--- src/rtl/ifetch_queue.sv ---
// ----------------------------------------------------------------------------
// ifetch_queue
//
// Instruction-fetch front end that sits directly ahead of decode. It owns the
// fetch PC and drives a single-outstanding-request instruction bus. Returned
// words are buffered together with their PCs in a small FIFO, and the FIFO
// head is presented to the core over a valid/ready handshake. A redirect from
// the core replaces the fetch PC and flushes the FIFO. Any fetch that is
// already in flight is completed on the bus, but its data is discarded.
//
// Parameters
//   PC_INIT  fetch PC loaded on reset
//   DEPTH    FIFO entries (power of two, >= 2)
//
// Ports
//   clk             clock; all state updates on the rising edge
//   reset           synchronous, active-low reset
//   ireq_valid      bus request valid (registered)
//   ireq_addr       bus request address (registered)
//   iresp_addr_ok   bus accepted the request address
//   iresp_data_ok   bus is returning data this cycle
//   iresp_data      returned instruction word
//   inst_valid      FIFO head is valid
//   inst            FIFO head instruction
//   inst_pc         FIFO head PC
//   inst_ready      core consumes the head this cycle
//   redirect_valid  flush and refetch from redirect_pc
//   redirect_pc     new fetch PC; bits [1:0] are forced to zero
// ----------------------------------------------------------------------------
module ifetch_queue #(
  parameter logic [63:0] PC_INIT = 64'h0000_0000_8000_0000,
  parameter int          DEPTH   = 2
) (
  input  logic        clk,
  input  logic        reset,
  output logic        ireq_valid,
  output logic [63:0] ireq_addr,
  input  logic        iresp_addr_ok,
  input  logic        iresp_data_ok,
  input  logic [31:0] iresp_data,
  output logic        inst_valid,
  output logic [31:0] inst,
  output logic [63:0] inst_pc,
  input  logic        inst_ready,
  input  logic        redirect_valid,
  input  logic [63:0] redirect_pc
);

  localparam int PTR_W = (DEPTH > 1) ? $clog2(DEPTH) : 1;
  localparam int CNT_W = $clog2(DEPTH + 1);

  typedef enum logic [1:0] {
    IDLE  = 2'd0,
    REQ   = 2'd1,
    WAIT  = 2'd2,
    DRAIN = 2'd3
  } state_t;

  // Redirect targets are word aligned; every bit is read so that none of the
  // input is left dangling.
  function automatic logic [63:0] align_pc(input logic [63:0] pc);
    return pc & ~64'h3;
  endfunction

  // Sequential fetch address; wraps modulo 2^64.
  function automatic logic [63:0] next_seq_pc(input logic [63:0] pc);
    return pc + 64'd4;
  endfunction

  state_t             state;
  state_t             state_nxt;
  logic [63:0]        fetch_pc;
  logic [63:0]        fetch_pc_nxt;
  logic [63:0]        req_addr;
  logic               drop;
  logic               drop_nxt;
  logic               load_req;
  logic               push;
  logic               pop;
  logic               flush;
  logic               room;
  logic [63:0]        redirect_target;

  logic [31:0]        mem_inst [DEPTH];
  logic [63:0]        mem_pc   [DEPTH];
  logic [PTR_W-1:0]   wr_ptr;
  logic [PTR_W-1:0]   rd_ptr;
  logic [CNT_W-1:0]   count;
  logic [CNT_W-1:0]   count_after_pop;

  assign redirect_target = align_pc(redirect_pc);
  assign flush           = redirect_valid;

  assign inst_valid = (count != '0);
  assign inst       = mem_inst[rd_ptr];
  assign inst_pc    = mem_pc[rd_ptr];
  assign ireq_addr  = req_addr;

  assign pop = inst_valid & inst_ready;

  // A request is only launched when a slot is guaranteed for its data. Pops
  // during the transaction can only free more space, so a push can never find
  // the FIFO full. pop implies count >= 1, so this never underflows.
  assign count_after_pop = count - CNT_W'(pop);
  assign room            = (count_after_pop < CNT_W'(DEPTH));

  // --------------------------------------------------------------------------
  // Fetch control: next state, next fetch PC, drop flag, push/launch strobes.
  // --------------------------------------------------------------------------
  always_comb begin
    state_nxt    = state;
    fetch_pc_nxt = fetch_pc;
    drop_nxt     = drop;
    load_req     = 1'b0;
    push         = 1'b0;

    case (state)
      IDLE: begin
        if (redirect_valid) begin
          fetch_pc_nxt = redirect_target;
        end else if (room) begin
          load_req  = 1'b1;
          drop_nxt  = 1'b0;
          state_nxt = REQ;
        end
      end

      REQ: begin
        // The bus requires valid/addr to stay up until addr_ok, so a redirect
        // here only marks the in-flight request as stale.
        if (redirect_valid) begin
          fetch_pc_nxt = redirect_target;
          drop_nxt     = 1'b1;
        end
        if (iresp_addr_ok) begin
          if (drop || redirect_valid) begin
            state_nxt = iresp_data_ok ? IDLE : DRAIN;
          end else if (iresp_data_ok) begin
            push         = 1'b1;
            fetch_pc_nxt = next_seq_pc(fetch_pc);
            state_nxt    = IDLE;
          end else begin
            state_nxt = WAIT;
          end
        end
      end

      WAIT: begin
        if (redirect_valid) begin
          fetch_pc_nxt = redirect_target;
          state_nxt    = iresp_data_ok ? IDLE : DRAIN;
        end else if (iresp_data_ok) begin
          push         = 1'b1;
          fetch_pc_nxt = next_seq_pc(fetch_pc);
          state_nxt    = IDLE;
        end
      end

      DRAIN: begin
        if (redirect_valid) begin
          fetch_pc_nxt = redirect_target;
        end
        if (iresp_data_ok) begin
          state_nxt = IDLE;
        end
      end

      default: begin
        state_nxt = IDLE;
      end
    endcase
  end

  // --------------------------------------------------------------------------
  // Fetch control registers and registered bus request outputs.
  // --------------------------------------------------------------------------
  always_ff @(posedge clk) begin
    if (!reset) begin
      state      <= IDLE;
      fetch_pc   <= PC_INIT;
      req_addr   <= '0;
      drop       <= 1'b0;
      ireq_valid <= 1'b0;
    end else begin
      state      <= state_nxt;
      fetch_pc   <= fetch_pc_nxt;
      drop       <= drop_nxt;
      ireq_valid <= (state_nxt == REQ);
      if (load_req) begin
        req_addr <= fetch_pc;
      end
    end
  end

  // --------------------------------------------------------------------------
  // Instruction FIFO. A flush overrides both push and pop.
  // --------------------------------------------------------------------------
  always_ff @(posedge clk) begin
    if (!reset) begin
      count  <= '0;
      wr_ptr <= '0;
      rd_ptr <= '0;
      for (int i = 0; i < DEPTH; i++) begin
        mem_inst[i] <= '0;
        mem_pc[i]   <= '0;
      end
    end else if (flush) begin
      count  <= '0;
      wr_ptr <= '0;
      rd_ptr <= '0;
    end else begin
      if (push) begin
        mem_inst[wr_ptr] <= iresp_data;
        mem_pc[wr_ptr]   <= req_addr;
        wr_ptr           <= wr_ptr + PTR_W'(1);
      end
      if (pop) begin
        rd_ptr <= rd_ptr + PTR_W'(1);
      end
      count <= count + CNT_W'(push) - CNT_W'(pop);
    end
  end

endmodule

--- config.mk ---
export PLATFORM = sky130hd
export DESIGN_NAME = ifetch_queue
export DESIGN_NICKNAME = d
export VERILOG_FILES = /design/src/rtl/ifetch_queue.sv
export SDC_FILE = /design/constraint.sdc
export NUM_CORES = 1
export LEC_CHECK = 0
export ABC_AREA = 1
export ABC_CLOCK_PERIOD_IN_PS = 5700
export CORE_UTILIZATION = 60
export CTS_CLUSTER_DIAMETER = 200
export DETAILED_ROUTE_END_ITERATION = 10
export DONT_BUFFER_PORTS = 1
export PLACE_DENSITY_LB_ADDON = 0.2
export SLEW_MARGIN = 0
export SYNTH_ARGS = -nofsm -noshare
export SYNTH_HDL_FRONTEND = slang
export SYNTH_SLANG_ARGS = --single-unit
--- constraint.sdc ---
create_clock -name clk -period 5.7 [get_ports clk]
set_input_delay 0.57 -clock clk [delete_from_list [all_inputs] [get_ports clk]]
set_output_delay 0.57 -clock clk [all_outputs]
set_load 0.01 [all_outputs]
==> summary.txt <==
Run status
  • Status: finished, final reports clean

Cells and area
  • FILL cells: 2423
  • Commonest non-fill, non-tap cell in the layout: nand2_1
  • Layout Area Growth over Synthesis: 7.07%
  • Nets: 2259
  • Final Instance Area: 0.0192 mm^2
  • Most frequent cells in the layout: 368 x nand2_1, 310 x nor2_1, 235 x o21ai_0
  • Share of post-route cells with drive strength above 1: 11.2%

Routing
  • Uppermost routed layer: met4
  • Via count: 15800
  • Final ANT Viol Nets: 0
  • WL met2: 24.2 mm
  • M1 wire length: 21.2 mm
  • DRT iter0 DRCs: about 1900
  • Vias per cell: 6.15
  • 1st-pass router iterations: 6
  • Routed length on met3: approximately 5.4 mm
  • Routed length per instance: 20.6 um
  • Drt total wl: approximately 53 mm
  • DRC violations left: 0

Logic synthesis
  • Top FF cell, synth: edfxtp_1
  • Average size of a mapped cell: 8.06 um^2
  • Syn nets: ~2300
  • Cell Area, Synth: 0.0179 mm^2
  • Synth cell types: 39
  • Synth Instances: around 2200
  • Register bit total from synthesis: between 300 and 400
  • Asr flop ratio synth: 0%
  • Post-synth EDFFs: ~190
  • Post-synth top area cell: edfxtp_1
  • Post-synth top area share: 32.2%
  • Area contributors post-synth: edfxtp_1 32%, dfxtp_1 15%, nand2_1 7.7%
  • Sequential share of the synthesized area: a little under half
  • Syn. warnings: 0

CTS
  • CTS sink cnt: 329
  • Htree depth: 2
  • CTS Buf Count: 36
  • Hold Buf Count CTS: 0
  • Root buf cell: clkbuf_16
  • Resized Gates After CTS: 0
  • Post-CTS setup buffer count: 0
  • Clock Pin Slew Worst Setup and Hold Paths: 0.06 ns
  • CTS tree: done
  • Clk Latency, worst-skew pair: 0.53 ns
  • CTS Buffer Depth: 3

STA
  • Final setup violation count: 0
  • Post-route setup slack: between 2 and 2.5 ns
  • Worst-Margin Slew: 1.11 ns
  • Max Clk Rate: 272 MHz
  • Worst Hold Slack: 0.223 ns
  • Min Tclk post-route: 3.68 ns
  • Hold Fails Final Rpt: 0
  • Unrepaired setup endpoints after global routing: no
  • Clock Skews: between 0.02 and 0.03 ns
  • Final Max Slew Viols: 0
  • Setup TNS: 0 ns
  • Headroom to the max-slew limit: 26.2%
  • Fin crit share: 64.6%

Placed design
  • I/O Buffers: 0
  • Gpl congestion: 1.01
  • Placed Instance Area: between 0.015 and 0.02 mm^2
  • DP Wirelength: 35.4 mm
  • Setup WS pre-CTS: 2.10 ns

Job
  • Max Cap Viol: 0

Worst setup path
  • Startpoint Class: flop
  • Worst setup path start: state[0]
  • WP data arrival: between 3 and 4 ns
  • Worst flop-to-flop path startpoint: state[0]
  • Crit end category: flop
  • WP data required: 5.87 ns
  • CP max FO: between 50 and 60
  • Setup Crit Path Kind: flop to flop

Global routing
  • First-pass GRT wire length: between 80 and 90 mm
  • Vias in the first global route: 14600
  • Initial antenna violation count: 1
  • Largest net degree at the start of global routing: 132
  • Gr usage total: 33.8%
  • Overflow after GRT: 0

Floorplanning
  • Die Ht: 175 um
  • Die area: approximately 0.03 mm^2
  • Die Wd: 175 um
  • I/O pins: 264
  • Initial core utilization: 61.8%
  • Num rows: 62
  • CORE AREA: slightly below 0.03 mm^2

Pwr
  • PwrDens: 296 mW/mm^2
  • Peak supply drop: 0.171 mV
  • Power Total: 5670 uW
  • Leakage: 0.00691 uW

Hold path
  • Worst hold start: reset
  • Hold Path Class: input pin to flop
==> stage by stage <==
| step | utilization [%] | std cells |
|---|---|---|
| detailed placement | 62.1 | 2496 |
| CTS | 66.1 | 2561 |
| global route | 66.1 | 2562 |
| global placement | 62.1 | 2496 |
| floorplan | - | 2225 |
| finish | 66.2 | 2563 |
==> metal layers <==
metal	up-vias	GRT usage, %
met1	7468	46.1
met5	-	0
met2	859	52.8
met4	0	13.5
met3	124	6.72
li1	7317	-
==> critical path, stage by stage, from the launching register on <==
cell and delay, ns:
dfxtp_1 0.34, inv_1 0.14, ha_1 0.90, inv_2 0.09, nor2_2 0.15, inv_2 0.07
o21ai_2 0.10, nand2_1 0.09, inv_2 0.14, nand3_4 0.44, nand2_4 0.44, buf_12 0.34
==> final cells by class <==
cell class	count	area, um^2	share of cell area, %
tap	384	480	2.50
sequential	329	8510	44.4
timing repair buffer	18	160	0.834
clock buffer	52	1000	5.22
multi-input combinational	1536	8010	41.7
clock inverter	13	163	0.848
antenna	2	5.00	0.0261
inverter	229	861	4.49
==> sequential cells by signal, indices dropped and copies added, names as in the netlist, named ones only <==
register	cells
mem_pc	128
drop	1
count	2
ireq_addr	64
ireq_valid	1
mem_inst	64
state	2
fetch_pc	64
rd_ptr	1
wr_ptr	1
==> logic make-up after synthesis <==
group / count (synthesis) / synth area share [%]
AOI/OAI and AO/OA: 555 / 16.7
xor gates and xnor gates: 29 / 1.42
adders and majority gates: 7 / 0.489
buffers and inverters: 360 / 8.06
DFF: 329 / 47.5
muxes: 96 / 6.03
and+or+nand+nor: 849 / 19.8
==> cells in the mapped netlist, types with 30 or more instances <==
cell / count
nor2_2: 43
mux2_2: 96
inv_1: 217
nand2_1: 370
nand3_1: 78
edfxtp_1: 192
buf_2: 36
o22ai_1: 30
nor2_1: 312
o21ai_0: 235
a21oi_1: 217
dfxtp_1: 137
clkbuf_1: 74
==> where the power goes <==
part	leakage [uW]	internal, uW	switching (uW)
combinational	0.00325	181	386
sequential	0.00311	2640	148
clock	0.000553	1370	950
==> path summary, 6_finish.rpt <==
kind,end,slack [ns],depth (start not counted)
hold reg to reg,fetch_pc[1],0.43,2
setup reg to reg,mem_pc[1][42],2.02,11
hold / removal,state[1],0.22,2
setup / recovery,mem_pc[1][42],2.02,11
(Power assumes the default switching activity.)
